**src/rtl/f1_start_sequencer.sv**
```systemverilog
// f1_start_sequencer
//    Drives the F1 start-light FSM: lights the eight lamps one step every
//    TICK_N cycles, holds all lamps for a pseudo-random time, then issues
//    "lights out" and measures the driver's reaction time in cycles.
//    A button press before lights out is flagged as a jump start and the
//    light FSM is run forward to its dark state.
//
// Ports
//    clk_i          clock, all state on rising edge
//    rst_i          synchronous active-high reset
//    trigger_i      start request, honoured in IDLE with all lamps dark
//    lights_i[7:0]  lamp vector fed back from the light FSM
//    btn_i          driver button (synchronised, debounced)
//    en_o           single-cycle advance pulse to the light FSM
//    lights_out_o   pulse coincident with the en that darkens all lamps
//    react_time_o   last measured reaction time in cycles
//    react_valid_o  single-cycle pulse when react_time_o updates
//    jump_start_o   sticky early-press flag, cleared by the next start
//    busy_o         high whenever not IDLE
//
// state  | meaning
// -------+------------------------------------------------------------
// IDLE   | waiting for trigger with lamps dark
// STEP   | lighting lamps, one en every TICK_N cycles
// HOLD   | all lamps lit, random hold timer running
// REACT  | lamps dark, counting cycles until the button is pressed
// ABORT  | jump start: pulse en on alternate cycles until lamps are dark

module f1_start_sequencer #(
   parameter logic [15:0] TICK_N     = 16'd48,
   parameter int          TICK_WIDTH = 16,
   parameter int          RT_WIDTH   = 16
) (
   input  logic                clk_i,
   input  logic                rst_i,
   input  logic                trigger_i,
   input  logic [7:0]          lights_i,
   input  logic                btn_i,
   output logic                en_o,
   output logic                lights_out_o,
   output logic [RT_WIDTH-1:0] react_time_o,
   output logic                react_valid_o,
   output logic                jump_start_o,
   output logic                busy_o
);

   typedef enum logic [2:0] {
      S_IDLE,
      S_STEP,
      S_HOLD,
      S_REACT,
      S_ABORT
   } state_e;

   localparam logic [TICK_WIDTH-1:0] TICK_ONE    = TICK_WIDTH'(1);
   localparam logic [TICK_WIDTH-1:0] TICK_RELOAD = TICK_WIDTH'(TICK_N) - TICK_ONE;
   localparam logic [RT_WIDTH-1:0]   RT_ONE      = RT_WIDTH'(1);
   localparam logic [RT_WIDTH-1:0]   RT_MAX      = '1;

   state_e                state_q, state_d;
   logic [6:0]            lfsr_q, lfsr_d;
   logic [TICK_WIDTH-1:0] cnt_q, cnt_d;
   logic [2:0]            idx_q, idx_d;
   logic [RT_WIDTH-1:0]   rcnt_q, rcnt_d;
   logic [RT_WIDTH-1:0]   react_time_q, react_time_d;
   logic                  react_valid_q, react_valid_d;
   logic                  jump_q, jump_d;
   logic                  en_q;
   logic [TICK_WIDTH-1:0] hold_load;

   // x^7 + x^6 + 1: feedback from the two top taps; nonzero seed keeps it off 0
   assign lfsr_d = {lfsr_q[5:0], lfsr_q[6] ^ lfsr_q[5]};

   // H - 1 with H = TICK_N + 8*L
   assign hold_load = TICK_WIDTH'(TICK_N) + TICK_WIDTH'({lfsr_q, 3'b000}) - TICK_ONE;

   always_ff @(posedge clk_i) begin
      if (rst_i) begin
         state_q       <= S_IDLE;
         lfsr_q        <= 7'h01;
         cnt_q         <= '0;
         idx_q         <= '0;
         rcnt_q        <= '0;
         react_time_q  <= '0;
         react_valid_q <= 1'b0;
         jump_q        <= 1'b0;
         en_q          <= 1'b0;
      end else begin
         state_q       <= state_d;
         lfsr_q        <= lfsr_d;
         cnt_q         <= cnt_d;
         idx_q         <= idx_d;
         rcnt_q        <= rcnt_d;
         react_time_q  <= react_time_d;
         react_valid_q <= react_valid_d;
         jump_q        <= jump_d;
         en_q          <= en_o;
      end
   end

   always_comb begin
      state_d       = state_q;
      cnt_d         = cnt_q;
      idx_d         = idx_q;
      rcnt_d        = rcnt_q;
      react_time_d  = react_time_q;
      react_valid_d = 1'b0;
      jump_d        = jump_q;
      en_o          = 1'b0;
      lights_out_o  = 1'b0;

      unique case (state_q)
         S_IDLE: begin
            if (trigger_i && (lights_i == 8'h00)) begin
               state_d = S_STEP;
               cnt_d   = TICK_RELOAD;
               idx_d   = 3'd0;
               jump_d  = 1'b0;
            end
         end

         S_STEP: begin
            en_o = (cnt_q == '0);
            if (cnt_q == '0) begin
               cnt_d = TICK_RELOAD;
               idx_d = idx_q + 3'd1;
               if (idx_q == 3'd7) begin
                  state_d = S_HOLD;
                  cnt_d   = hold_load;
               end
            end else begin
               cnt_d = cnt_q - TICK_ONE;
            end
            // the en above is Moore and still goes out; the press wins the transition
            if (btn_i) begin
               state_d = S_ABORT;
               jump_d  = 1'b1;
            end
         end

         S_HOLD: begin
            en_o         = (cnt_q == '0);
            lights_out_o = (cnt_q == '0);
            if (cnt_q == '0) begin
               state_d = S_REACT;
               rcnt_d  = '0;
            end else begin
               cnt_d = cnt_q - TICK_ONE;
            end
            if (btn_i) begin
               state_d = S_ABORT;
               jump_d  = 1'b1;
            end
         end

         S_REACT: begin
            if (rcnt_q != RT_MAX) begin
               rcnt_d = rcnt_q + RT_ONE;
            end
            if (btn_i) begin
               react_time_d  = (rcnt_q == RT_MAX) ? RT_MAX : rcnt_q + RT_ONE;
               react_valid_d = 1'b1;
               state_d       = S_IDLE;
            end
         end

         S_ABORT: begin
            // en_q gap lets the light FSM register each step before the next pulse
            en_o = (lights_i != 8'h00) && !en_q;
            if ((lights_i == 8'h00) && !en_q) begin
               state_d = S_IDLE;
            end
         end

         default: begin
            state_d = S_IDLE;
         end
      endcase
   end

   assign react_time_o  = react_time_q;
   assign react_valid_o = react_valid_q;
   assign jump_start_o  = jump_q;
   assign busy_o        = (state_q != S_IDLE);

endmodule

```
**config.mk**
```make
export PLATFORM = sky130hd
export DESIGN_NAME = f1_start_sequencer
export DESIGN_NICKNAME = d
export VERILOG_FILES = /design/src/rtl/f1_start_sequencer.sv
export SDC_FILE = /design/constraint.sdc
export NUM_CORES = 1
export LEC_CHECK = 0
export BUFFER_PORTS_ARGS = -buffer_cell sky130_fd_sc_hd__clkbuf_2
export CORE_MARGIN = 4
export CORE_UTILIZATION = 55
export DETAILED_ROUTE_END_ITERATION = 12
export PLACE_DENSITY = 0.81
export SKIP_CTS_REPAIR_TIMING = 1
export SLEW_MARGIN = 10
export SYNTH_ARGS = -nofsm -noshare
export SYNTH_HDL_FRONTEND = slang
export SYNTH_SLANG_ARGS = --single-unit
```
**constraint.sdc**
```tcl
create_clock -name clk_i -period 3.65 [get_ports clk_i]
set_clock_uncertainty 0.05 [all_clocks]
set_input_delay 0.365 -clock clk_i [delete_from_list [all_inputs] [get_ports clk_i]]
set_output_delay 0.365 -clock clk_i [all_outputs]
set_load 0.03 [all_outputs]
```
# Word level (Yosys, flattened, before mapping)

Cells that the tools add are included.

Register bits after elaboration: 64
Word-level logic and storage cells: 82
Output and inout bits: 21
Input port bits: 12

Add/sub/neg operators: 5
Reduce and logical (&&, ||, !) cells: 21
Muxes and demuxes: 27
Equal/unequal tests: 18
Bitwise operators: 2

Operator list:

| cell                                                                   | count |
|---|---|
| 16-bit 2-to-1 mux                                                      | 7 |
| 16-bit one-hot mux with 3 select lines                                 | 1 |
| 16-bit one-hot mux with 2 select lines                                 | 1 |
| 3-bit 2-to-1 mux                                                       | 10 |
| 16-bit by 1-bit adder with 16-bit output (second input constant)       | 1 |
| 16-bit equality test (second input constant)                           | 1 |
| 16-bit zero test                                                       | 1 |
| 16-bit inequality test (second input constant)                         | 1 |
| 16-bit by 1-bit subtractor with 16-bit output (second input constant)  | 1 |
| 3-bit one-hot mux with 5 select lines                                  | 1 |
| 2-bit inequality test (second input constant)                          | 7 |
| 3-bit AND reduction                                                    | 4 |
| 11-bit by 1-bit subtractor with 12-bit output (second input constant)  | 1 |
| 6-bit by 10-bit adder with 11-bit output (first input constant)        | 1 |
| 3-bit inequality test (second input constant)                          | 3 |
| 8-bit zero test                                                        | 1 |
| 8-bit nonzero test                                                     | 1 |
| 3-bit by 2-bit equality test with 1-bit output (second input constant) | 2 |
| 3-bit equality test (second input constant)                            | 2 |
| 3-bit one-hot mux with 2 select lines                                  | 1 |
| 6-bit AND reduction                                                    | 1 |
| 2-bit nonzero test                                                     | 3 |
| 3-bit nonzero test                                                     | 2 |
| 1-bit 2-to-1 mux                                                       | 4 |
| other kinds (11)                                                       | 15 |

# Longest topological paths before layout

Depth in word-level cells: 5
Mapped depth: 9

# Worst setup path after synthesis

No wires, ideal clock.

Path kind: register -> output
Start: reg cnt_q[0]
End: out en_o
Cell stages (with the launch flop): 9
Slack: 1.465 ns
Required time: 3.235 ns
Path buffers: 1
Arrival time: 1.770 ns
Cells stage by stage: dfxtp_1 -> inv_1 -> ha_1 -> nor4b_1 -> and4_1 -> buf_6 -> a31oi_1 -> or2_2 -> nand2_1

Word-level cells in the longest chain between the ends: 2

RTL lines:

| what                                  | RTL line | source |
|---|---|---|
| start: declaration                    | 62       | `logic [TICK_WIDTH-1:0] cnt_q, cnt_d;` |
| start signal: assignment              | 91       | `cnt_q <= cnt_d;` |
| 16-bit zero test                      | 123, 142 |  |
| 1-bit one-hot mux with 2 select lines | 112      | `unique case (state_q)` |
| end: declaration                      | 39       | `output logic en_o,` |

Every way passes these cells.

# Worst setup path after layout

Ends and elaborated chain as after synthesis.

==> summary.md <==
| Metric | Value |
|---|---|
| Average wire per standard cell | ~16 um |
| # diodes | 0 |
| Fill cells | 434 |
| WL final | 7650 um |
| Starting Density | 58.0% |
| CTS Buf Count | 9 |
| Critical path's top delay family | simple AND/OR/NAND/NOR gates |
| Clock slew at reported path FFs | 70 ps |
| Initial antenna violation count | 0 |
| Mapped cell area | 3270 um2 |
| Startpoint types | register |
| Ys flop type | dfxtp_1 |
| # DRC | 0 |
| DR vias | 3042 |
| Syn Nets | approximately 400 |
| Max incr delay on CP | about 430 ps |
| Crit Path Class | register to primary output |
| Commonest cells in the synthesized netlist | 64 x dfxtp_1, 43 x a21oi_1, 38 x o21ai_0 |
| Outcome | finished, final reports clean |
| Detailed Routing Iterations Pass 1 | 5 |
| CP max-delay cell | and4_1 |
| Largest cells by area after synthesis | dfxtp_1 39%, a21oi_1 6.6%, o21ai_0 5.8% |
| Largest net degree at the start of global routing | 27 |
| Synth area leader | dfxtp_1 |
| Synth async-reset ratio | 0% |
| Io pins | 33 |
| Vias/cell | a little over 6 |
| Slew @ Worst Pin | 995 ps |
| LEAKAGE | 1.39 nW |
| H-tree depth reported by CTS | 3 |
| GP Congestion | 0.864 |
| PwrDens | 392 nW/um2 |
| Die span in x | about 85 um |
| DRT iter0 DRCs | roughly 290 |
| CTS tree | yes |
| Die area | 7250 um2 |
| Global-route wire length before repair | 13200 um |
| Synth Register Bits | 64 |
| Nets | 431 |
| Detail Route Antenna Nets | 0 |
| Slew margin rel. | 33.4% |
| CP arrival | 2460 ps |
| Fraction of the yosys area taken by sequential cells | between 30% and 40% |
| Syn-to-layout area delta | 12.0% |
| Die Y | 85.1 um |
| Worst IR Drop VDD | 0.267 mV |
| CP max FO | 9 |
| Count of different cell masters after synthesis | 60 |
| Worst Path Required | 3230 ps |
| Worst skew pair latency | 340 ps |
| Worst path cell trace | inv_1, ha_1, nor4b_1, and4_1, a31oi_1, or2_2, nand2_1, clkbuf_2 |
| Synth top area share | 39.2% |
| Share of layout cells above drive strength 1 | 15.6% |
| Mean Syn Cell Area | 8.45 um2 |
| CTS Sinks | between 60 and 70 |
| DP HPWL | 5290 um |
| Buffers plus inverters on the worst setup path | 2 |
| Row Count | 27 |
| Most numerous cell in the Yosys netlist | dfxtp_1 |
| Setup violators final | 0 |
| Final worst path period need | 2870 ps |
| Clock Path Buffers | 2 |
| Number of flops mapped to enable cells by yosys | 0 |
| Worst min-delay path category | primary input to register |
| Max Cap Viol | 0 |
| Root Buffer Master | clkbuf_8 |
| Footprint of the multi-input gates | 1870 um2 |
| Max Clock Freq | roughly 350 MHz |
| Synthesis warning total | 0 |
| RSZ-0062 raised after global routing | false |
| Period utilization | 78.6% |
| Vias in the first global route | between 2000 and 3000 |
| Gr usage total | 21.9% |
| GR Overflow Total | 0 |
| Syn Inst Count | between 300 and 400 |
| Max-slew violations | 0 |
| Buffers on Ports | 32 |
| CP endpoint kind | primary output |
| Core ar. | 5640 um2 |
| Post-layout power | 1.44 mW |
| Setup tns final | 0 ps |
| Final Hold Viols | 0 |
| Seq. cell area | 1280 um2 |
==> kinds of logic (layout without fill, tap and decap cells) <==
| group | after synthesis | after routing | synth area share (%) |
|---|---|---|---|
| and+or+nand+nor | 145 | 145 | 26.1 |
| AOI/OAI and AO/OA | 123 | 123 | 23.0 |
| DFF | 64 | 64 | 39.2 |
| buffers and inverters | 28 | 58 | 3.71 |
| xor gates and xnor gates | 19 | 19 | 5.09 |
| adders and majority gates | 7 | 7 | 2.68 |
| muxes | 1 | 1 | 0.306 |
==> registers in the layout, indices dropped and copies added (netlist names) <==
signal / cells
state_q: 3
react_valid_o: 1
react_time_o: 16
rcnt_q: 16
en_q: 1
jump_start_o: 1
lfsr_q: 7
cnt_q: 16
idx_q: 3
==> worst reg2reg max path: stages, from the launching register on <==
cell and delay, ps:
dfxtp_1 420, ha_1 270, nand4_1 160, nor4_4 590
a2bb2oi_2 570, or3_1 210, a21oi_1 60
==> layer usage <==
| layer | GRT usage, % | wire [um] | share of wire [%] | vias to the layer above |
|---|---|---|---|---|
| li1 | - | - | - | 1495 |
| met1 | 31.1 | 3530 | 46 | 1423 |
| met2 | 33.6 | 3550 | 46 | 110 |
| met3 | 4.17 | 454 | 5.9 | 14 |
| met4 | 6.76 | 118 | 1.5 | 0 |
| met5 | 0 | 0 | 0 | - |
==> through the flow <==
stage                     cells  utilization [%]  hold WS [ps]  setup slack, ps  instance area [um2]
final                       489             65.0           321              780                 3670
after global routing        489             65.0           336              565                 3670
after CTS                   489             65.0           316              785                 3670
after detailed placement    473             61.1           427             1180                 3450
after global placement      473             61.1           415             1290                 3450
after floorplan             387                -           402             1470                 3270
==> where the power goes <==
group	total (mW)	switching, mW	internal, mW
logic	0.0572	0.0384	0.0188
registers	0.706	0.00433	0.702
clock network	0.673	0.288	0.385
total	1.44	0.331	1.11
==> final cells by class <==
class | instances | share of cell area (%)
timing repair buffer | 34 | 4.78
inverter | 8 | 0.819
sequential | 64 | 34.9
tap | 72 | 2.46
clock buffer | 9 | 3.38
clock inverter | 7 | 2.63
multi-input combinational | 295 | 51.0
==> final timing paths <==
kind | start | end | slack (ps) | cells past startpoint
worst max-delay path | cnt_q[0]$_SDFFE_PP0P_ | en_o | 780 | 8
worst min register to register | rcnt_q[15]$_SDFFE_PP0P_ | rcnt_q[15]$_SDFFE_PP0P_ | 440 | 2
worst max register to register | rcnt_q[0]$_SDFFE_PP0P_ | rcnt_q[7]$_SDFFE_PP0P_ | 1180 | 6
worst min-delay path | btn_i | state_q[2]$_SDFFE_PP0P_ | 320 | 3
==> layout by cell type, fill, tap and decap left out, types with 3 or more instances in the layout <==
| cell | n |
|---|---|
| a21oi_1 | 43 |
| nand4_1 | 13 |
| and3_1 | 3 |
| or3_1 | 5 |
| clkbuf_2 | 32 |
| nor3_1 | 14 |
| a22oi_1 | 4 |
| dfxtp_1 | 64 |
| or4_1 | 5 |
| nand3_1 | 13 |
| xor2_1 | 12 |
| clkbuf_8 | 9 |
| nor4_4 | 3 |
| inv_1 | 8 |
| o31ai_1 | 6 |
| ha_1 | 7 |
| nor2_1 | 29 |
| a31oi_1 | 3 |
| xnor2_1 | 7 |
| nor2b_1 | 8 |
| a311oi_1 | 3 |
| o22ai_1 | 3 |
| o21ai_0 | 38 |
| clkinv_4 | 3 |
| a32o_1 | 4 |
| or2_2 | 3 |
| and4_1 | 3 |
| nand2_1 | 26 |
(Power assumes the default switching activity.)
